**src/rtl/gs_op_sched.sv**
```systemverilog
// gs_op_sched: sequences one Gram-Schmidt QR job: matrix load, ordered NORM/DOT/SUB
// column-op issue with valid/ready + done-pulse handshake, then column-major Q readback.
module gs_op_sched #(
   parameter int N          = 3,
   parameter int ADDR_WIDTH = 4,
   parameter int CW         = 2
) (
   input  logic                  clk,
   input  logic                  reset,
   input  logic                  start,
   input  logic                  in_valid,
   output logic                  wr_en,
   output logic [ADDR_WIDTH-1:0] wr_addr,
   output logic                  op_valid,
   output logic [1:0]            op_code,
   output logic [CW-1:0]         op_col_i,
   output logic [CW-1:0]         op_col_j,
   input  logic                  op_ready,
   input  logic                  op_done,
   output logic                  rd_en,
   output logic [ADDR_WIDTH-1:0] rd_addr,
   output logic                  out_valid,
   output logic                  busy,
   output logic                  done,
   output logic                  err
);
   typedef enum logic [2:0] {IDLE, LOAD, ISSUE, WAIT, OUT, FIN} state_t;
   localparam logic [1:0] NORM = 2'b01, DOT = 2'b10, SUB = 2'b11;
   localparam logic [ADDR_WIDTH-1:0] LAST_ADDR = ADDR_WIDTH'(N * N - 1);
   localparam logic [CW-1:0] LAST_COL = CW'(N - 1);

   state_t                state_q, state_d;
   logic [ADDR_WIDTH-1:0] cnt_q, cnt_d;
   logic [1:0]            code_q, code_d;
   logic [CW-1:0]         i_q, i_d, j_q, j_d;
   logic                  err_q, err_d, out_valid_q, out_valid_d;
   logic                  last_op;

   assign last_op = code_q == NORM && j_q == LAST_COL;

   always_comb begin
      state_d     = state_q;
      cnt_d       = cnt_q;
      code_d      = code_q;
      i_d         = i_q;
      j_d         = j_q;
      err_d       = err_q | (op_done && state_q != WAIT);
      out_valid_d = state_q == OUT;
      case (state_q)
         IDLE: if (start) begin
            state_d = LOAD;
            cnt_d   = '0;
            code_d  = NORM;
            i_d     = '0;
            j_d     = '0;
            err_d   = op_done;
         end
         LOAD: if (in_valid) begin
            cnt_d = cnt_q == LAST_ADDR ? '0 : cnt_q + ADDR_WIDTH'(1);
            if (cnt_q == LAST_ADDR) state_d = ISSUE;
         end
         ISSUE: if (op_ready) state_d = WAIT;
         WAIT: if (op_done) begin
            state_d = last_op ? OUT : ISSUE;
            cnt_d   = '0;
            // NORM(j) opens column j+1 at DOT(0,j+1); SUB(i,j) moves to the next basis or closes with NORM(j)
            if (!last_op) begin
               if (code_q == NORM) begin
                  code_d = DOT;
                  i_d    = '0;
                  j_d    = j_q + CW'(1);
               end else if (code_q == DOT) begin
                  code_d = SUB;
               end else if (i_q + CW'(1) < j_q) begin
                  code_d = DOT;
                  i_d    = i_q + CW'(1);
               end else begin
                  code_d = NORM;
                  i_d    = j_q;
               end
            end
         end
         OUT: begin
            cnt_d = cnt_q == LAST_ADDR ? '0 : cnt_q + ADDR_WIDTH'(1);
            if (cnt_q == LAST_ADDR) state_d = FIN;
         end
         FIN: state_d = IDLE;
         default: state_d = IDLE;
      endcase
   end

   always_ff @(posedge clk) begin
      if (reset) begin
         state_q     <= IDLE;
         cnt_q       <= '0;
         code_q      <= '0;
         i_q         <= '0;
         j_q         <= '0;
         err_q       <= 1'b0;
         out_valid_q <= 1'b0;
      end else begin
         state_q     <= state_d;
         cnt_q       <= cnt_d;
         code_q      <= code_d;
         i_q         <= i_d;
         j_q         <= j_d;
         err_q       <= err_d;
         out_valid_q <= out_valid_d;
      end
   end

   assign wr_en     = state_q == LOAD && in_valid;
   assign wr_addr   = state_q == LOAD ? cnt_q : '0;
   assign op_valid  = state_q == ISSUE;
   assign op_code   = op_valid ? code_q : '0;
   assign op_col_i  = op_valid ? i_q : '0;
   assign op_col_j  = op_valid ? j_q : '0;
   assign rd_en     = state_q == OUT;
   assign rd_addr   = rd_en ? cnt_q : '0;
   assign out_valid = out_valid_q;
   assign busy      = state_q != IDLE;
   assign done      = state_q == FIN;
   assign err       = err_q;
endmodule

```
**config.mk**
```make
export PLATFORM = sky130hd
export DESIGN_NAME = gs_op_sched
export DESIGN_NICKNAME = d
export VERILOG_FILES = /design/src/rtl/gs_op_sched.sv
export SDC_FILE = /design/constraint.sdc
export NUM_CORES = 1
export LEC_CHECK = 0
export BUFFER_PORTS_ARGS = -buffer_cell sky130_fd_sc_hd__buf_2
export CAP_MARGIN = 20
export CORE_UTILIZATION = 40
export CTS_CLUSTER_DIAMETER = 60
export DETAILED_ROUTE_END_ITERATION = 6
export GPL_ROUTABILITY_DRIVEN = 0
export PLACE_DENSITY = 0.73
export SYNTH_ARGS = -nofsm -noshare
export SYNTH_HDL_FRONTEND = slang
export SYNTH_SLANG_ARGS = --single-unit
```
**constraint.sdc**
```tcl
create_clock -name clk -period 2.96 [get_ports clk]
set_clock_uncertainty 0.1 [all_clocks]
set_input_delay 0 -clock clk [delete_from_list [all_inputs] [get_ports clk]]
set_output_delay 0 -clock clk [all_outputs]
set_load 0.02 [all_outputs]
```
# Yosys cells after proc, flatten, opt, wreduce, memory -nomap -nowiden
# Index checks and enable logic that the tools add are counted.
dict set report word_totals {
  regBits 15
  output_inout_bits 21
  word_cells 81
  input_bits 6
}
dict set report classes {
  n_reduce_logical 12
  mux 38
  add_sub_neg 3
  bitwise 1
  order_cmp 1
  n_eq_ne 19
}
# op count
set ops {}
lappend ops {{two-way mux 2 bit} 18}
lappend ops {{two-way mux 4 bit} 6}
lappend ops {{two-way mux 3 bit} 7}
lappend ops {{one-hot mux 4 bit (4 select lines)} 1}
lappend ops {{one-hot mux 3 bit (5 select lines)} 1}
lappend ops {{inequality test 2 bit, second input constant} 6}
lappend ops {{one-hot mux 2 bit (2 select lines)} 3}
lappend ops {{AND reduction 5 bit} 2}
lappend ops {{AND reduction 4 bit} 2}
lappend ops {{equality test 3 x 2 -> 1 bit, second input constant} 2}
lappend ops {{equality test 3 bit, second input constant} 2}
lappend ops {{AND reduction 6 bit} 1}
lappend ops {{adder 2 x 1 -> 2 bit, second input constant} 2}
lappend ops {{adder 4 x 1 -> 4 bit, second input constant} 1}
lappend ops {{equality test 2 bit, second input constant} 2}
lappend ops {{equality test 4 bit, second input constant} 1}
lappend ops {{inequality test 2 x 1 -> 1 bit, second input constant} 2}
lappend ops {{nonzero test 4 bit} 1}
lappend ops {{equality test 3 x 1 -> 1 bit, second input constant} 1}
lappend ops {{logical AND 1 bit} 3}
lappend ops {{zero test 3 bit} 1}
lappend ops {{inequality test 3 x 2 -> 1 bit, second input constant} 1}
lappend ops {{inequality test 3 bit, second input constant} 1}
lappend ops {{nonzero test 3 bit} 1}
lappend ops {{other kinds (5)} 6}

# Logic depth before layout (Yosys ltp)
dict set report logic_depth {
  word_depth 8
  depth_mapped 6
  depth_no_buf 6
}

# Worst setup path before layout
# OpenSTA, ideal clock, no wires.
dict set report synth_path {
  path_type {flip-flop to output port}
  startpoint {register state_q[0]}
  endpoint {output op_code[0]}
  path_slack_ns 1.163
  arrival_time_ns 1.697
  required_ns 2.860
  path_buffers 2
  stages_incl_launch_ff 5
  path_cell_list {dfxtp_1 buf_6 clkbuf_1 nor3b_1 and2_1}
}
dict set report synth_between {
  elab_chain_cells 2
}
# element line_no
set synth_rtl {}
lappend synth_rtl {{start, declared} 32} ;# state_t state_q, state_d;
lappend synth_rtl {{start signal, assigned} 102} ;# state_q <= state_d;
lappend synth_rtl {{equality test 3 x 2 -> 1 bit} 114} ;# assign op_valid = state_q == ISSUE;
lappend synth_rtl {{via op_valid} 14} ;# output logic op_valid,
lappend synth_rtl {{two-way mux 2 bit} 115} ;# assign op_code = op_valid ? code_q : '0;
lappend synth_rtl {{end, declared} 15} ;# output logic [1:0] op_code,
# The timed path passes the listed nets, and every way through them passes these cells.

# Worst setup path in the final report
dict set report layout_path {
  startpoint {register state_q[1]}
  endpoint {output op_col_i[0]}
}
dict set report layout_between {
  elab_chain_cells 2
}
# element line_no
set layout_rtl {}
lappend layout_rtl {{equality test 3 x 2 -> 1 bit} 114}
lappend layout_rtl {{two-way mux 2 bit} 116} ;# assign op_col_i = op_valid ? i_q : '0;
lappend layout_rtl {{end, declared} 16} ;# output logic [CW-1:0] op_col_i,
# No other way between the ends.

==> flow_summary.yaml <==
outcome:
  status: "completed"
floorplan:
  fp-row-count: 18
  fp.dieH_um: 55.4
  die_width_um: 55.4
  start_util_pct: 44.0
  die-area_sq_um: 3060
  core_sq_um: 2590
  ioPinCount: 27
sta:
  setup_viol: 0
  maxSlewHeadroom_pct: 54.6
  timing_hold_violations_final: 0
  tns_ns: 0
  finalCritPeriodShare_pct: 72.5
  slew_violations: 0
  rsz0062_at_grt: "false"
  setup_ws_ns: 0.814
  holdWs_ns: 0.0181
  period_needed_ns: 2.15
  max_freq_ghz: 0.466
  tightest_slew_ns: 0.680
cts:
  cts_max_path_buffers: 2
  cts.clk_slew.worst_paths_ns: 0.10
  cts_tree: "built"
  cts_root_buffer: "clkbuf_4"
  cts_resized: 0
  clkLatencyLatePin_ns: 0.28
  cts_made_buffers: 3
  cts_htree_levels: 1
  cts.sinks: 15
yosys:
  synth_top_area_share_pct: 26.4
  synth_fa_ha_area_share_pct: 5.49
  yosysMostFrequentCell: "dfxtp_1"
  postSynthNetCount: 151
  synth_compound_area_share_pct: 22.5
  async_flop_share_pct: 0
  syn_inst: 140
  synth_top_family_by_area: "simple AND/OR/NAND/NOR gates"
  synth_common_cells: "dfxtp_1, nor2_1, a21oi_1"
  synth_area_leaders: "dfxtp_1, ha_1, and2_1"
  synth_xor_area_share_pct: 1.54
  synth_enable_flop_cells: 0
  synth_cell_types: 42
  ys_ff_latch: 15
  ys_seq_area_share_pct: 26.4
  synth_area_sq_um: 1140
  synth_top_area_cell: "dfxtp_1"
  syn_avg_cell_area_sq_um: 8.13
  synthFlopType: "dfxtp_1"
  yosys.area_share.simple_pct: 35.4
  synth_warnings: 0
  synthMuxAreaShare_pct: 1.76
pwr:
  total_power_w: 0.000679
  powerDensity_nw_per_um2: 518
  ir_worst_vdd_mv: 0.421
  leakagePower_nw: 0.583
worst_setup_path:
  critical_path_class: "flip-flop to output pin"
  required_ns: 2.86
  crit_fanout: 20
  crit_path_end_kind: "output pin"
  cp_data_arrival_time_ns: 2.05
  start_kind: "flip-flop"
layout:
  fillers: 265
  antenna_cells: 0
  nNetsFinal: 177
  area.growth.synth_to_final_pct: 15.1
  design_area_sq_um: 1310
  drive_gt1_share_pct: 21.8
grt:
  grt_pass1_wl_mm: 4.36
  grtUsageTotal_pct: 17.1
  overflow: 0
  antenna_found_initial: 0
  grt_max_degree: 21
  grt_pass1_vias: 1034
detailed_routing:
  dr.pass1.iters: 4
  viasPerCell: 5.70
  remaining_drc_errors: 0
  final_antenna_net_count: 0
  drt-initial-drc-count: 17
  dr_total_vias: 1112
  postRouteWirelength_mm: 2.69
  wl_per_cell_um: 13.8
placement:
  portBuffers: 26
  placedInstanceArea_sq_um: 1250
  hpwl_mm: 1.94
  pre_cts_ws_ns: 0.939
worst_hold_path:
  hp-class: "input port to flip-flop"
run:
  maxCapViolCount: 0
## report_power, final
part           internal (W)  switching, W  leakage (nW)  total (W)
clock             0.0000522     0.0000749        0.0150   0.000127
combinational      0.000114      0.000157         0.446   0.000271
sequential         0.000220     0.0000606         0.122   0.000281
total              0.000386      0.000293         0.583   0.000679
## layout make-up
class	count	area, sq um	area share (%)
clock buffers	4	26.3	2.01
inverters	7	26.3	2.01
multi-input cells	110	759	58.0
flip-flops and latches	15	300	22.9
well taps	30	37.5	2.87
repair buffers	29	160	12.2
## path summary, 6_finish.rpt
path	from	end	slack, ns	cells past startpoint
hold reg to reg	i_q[1]$_SDFFE_PP0P_	i_q[1]$_SDFFE_PP0P_	0.40	2
hold / removal	op_ready	state_q[0]$_SDFFE_PP0P_	0.02	5
setup / recovery	state_q[1]$_SDFFE_PP0P_	op_col_i[0]	0.81	3
setup reg to reg	state_q[1]$_SDFFE_PP0P_	j_q[1]$_SDFFE_PP0P_	0.86	4
## repair_timing
action / 4_1_cts / 5_1_grt
endpoints found under the hold margin: 4 / 0
endpoints found under the setup margin: 0 / 0
buffers inserted: 0 / 0
hold buffers: 3 / 0
## per-stage QoR
step | std cells | util (%)
floorplan | 140 | -
global placement | 188 | 48.4
detailed placement | 188 | 48.4
CTS | 195 | 50.6
global route | 195 | 50.6
finish | 195 | 50.6
## routing by layer
metal	global-route usage (%)	up-vias	wire length, um
met2	28.4	23	1220
met4	4.29	0	19
met1	22.8	526	1350
met5	0	-	0
li1	-	561	-
met3	3.04	2	99
## cell usage in the layout (no fill, tap or decap), types with 3 or more instances in the layout
cell type,instances
dlygate4sd3_1,3
nand2_1,8
nor2_1,11
and3_1,6
a21oi_1,10
inv_1,7
nand3_1,5
clkbuf_4,3
and2_1,9
o21ai_0,5
nand2b_1,5
nor3_1,7
dfxtp_1,15
buf_2,26
o41ai_1,3
ha_1,5
## sequential cells by signal, indices dropped and copies added (netlist names)
signal	cells
i_q	2
code_q	2
j_q	2
err	1
out_valid	1
cnt_q	4
state_q	3
## critical path, cell delays in order (launching register included)
cell and delay [ns]:
dfxtp_1 0.78, nor3b_1 0.62, and2_1 0.21, buf_2 0.16
## cells by family after synthesis
group           after synthesis
simple gates                 67
buf+inv                      15
mux                           2
xor+xnor                      2
compound gates               34
flops                        15
fa+ha+maj                     5
No activity file was read; power rests on OpenSTA's default activity.
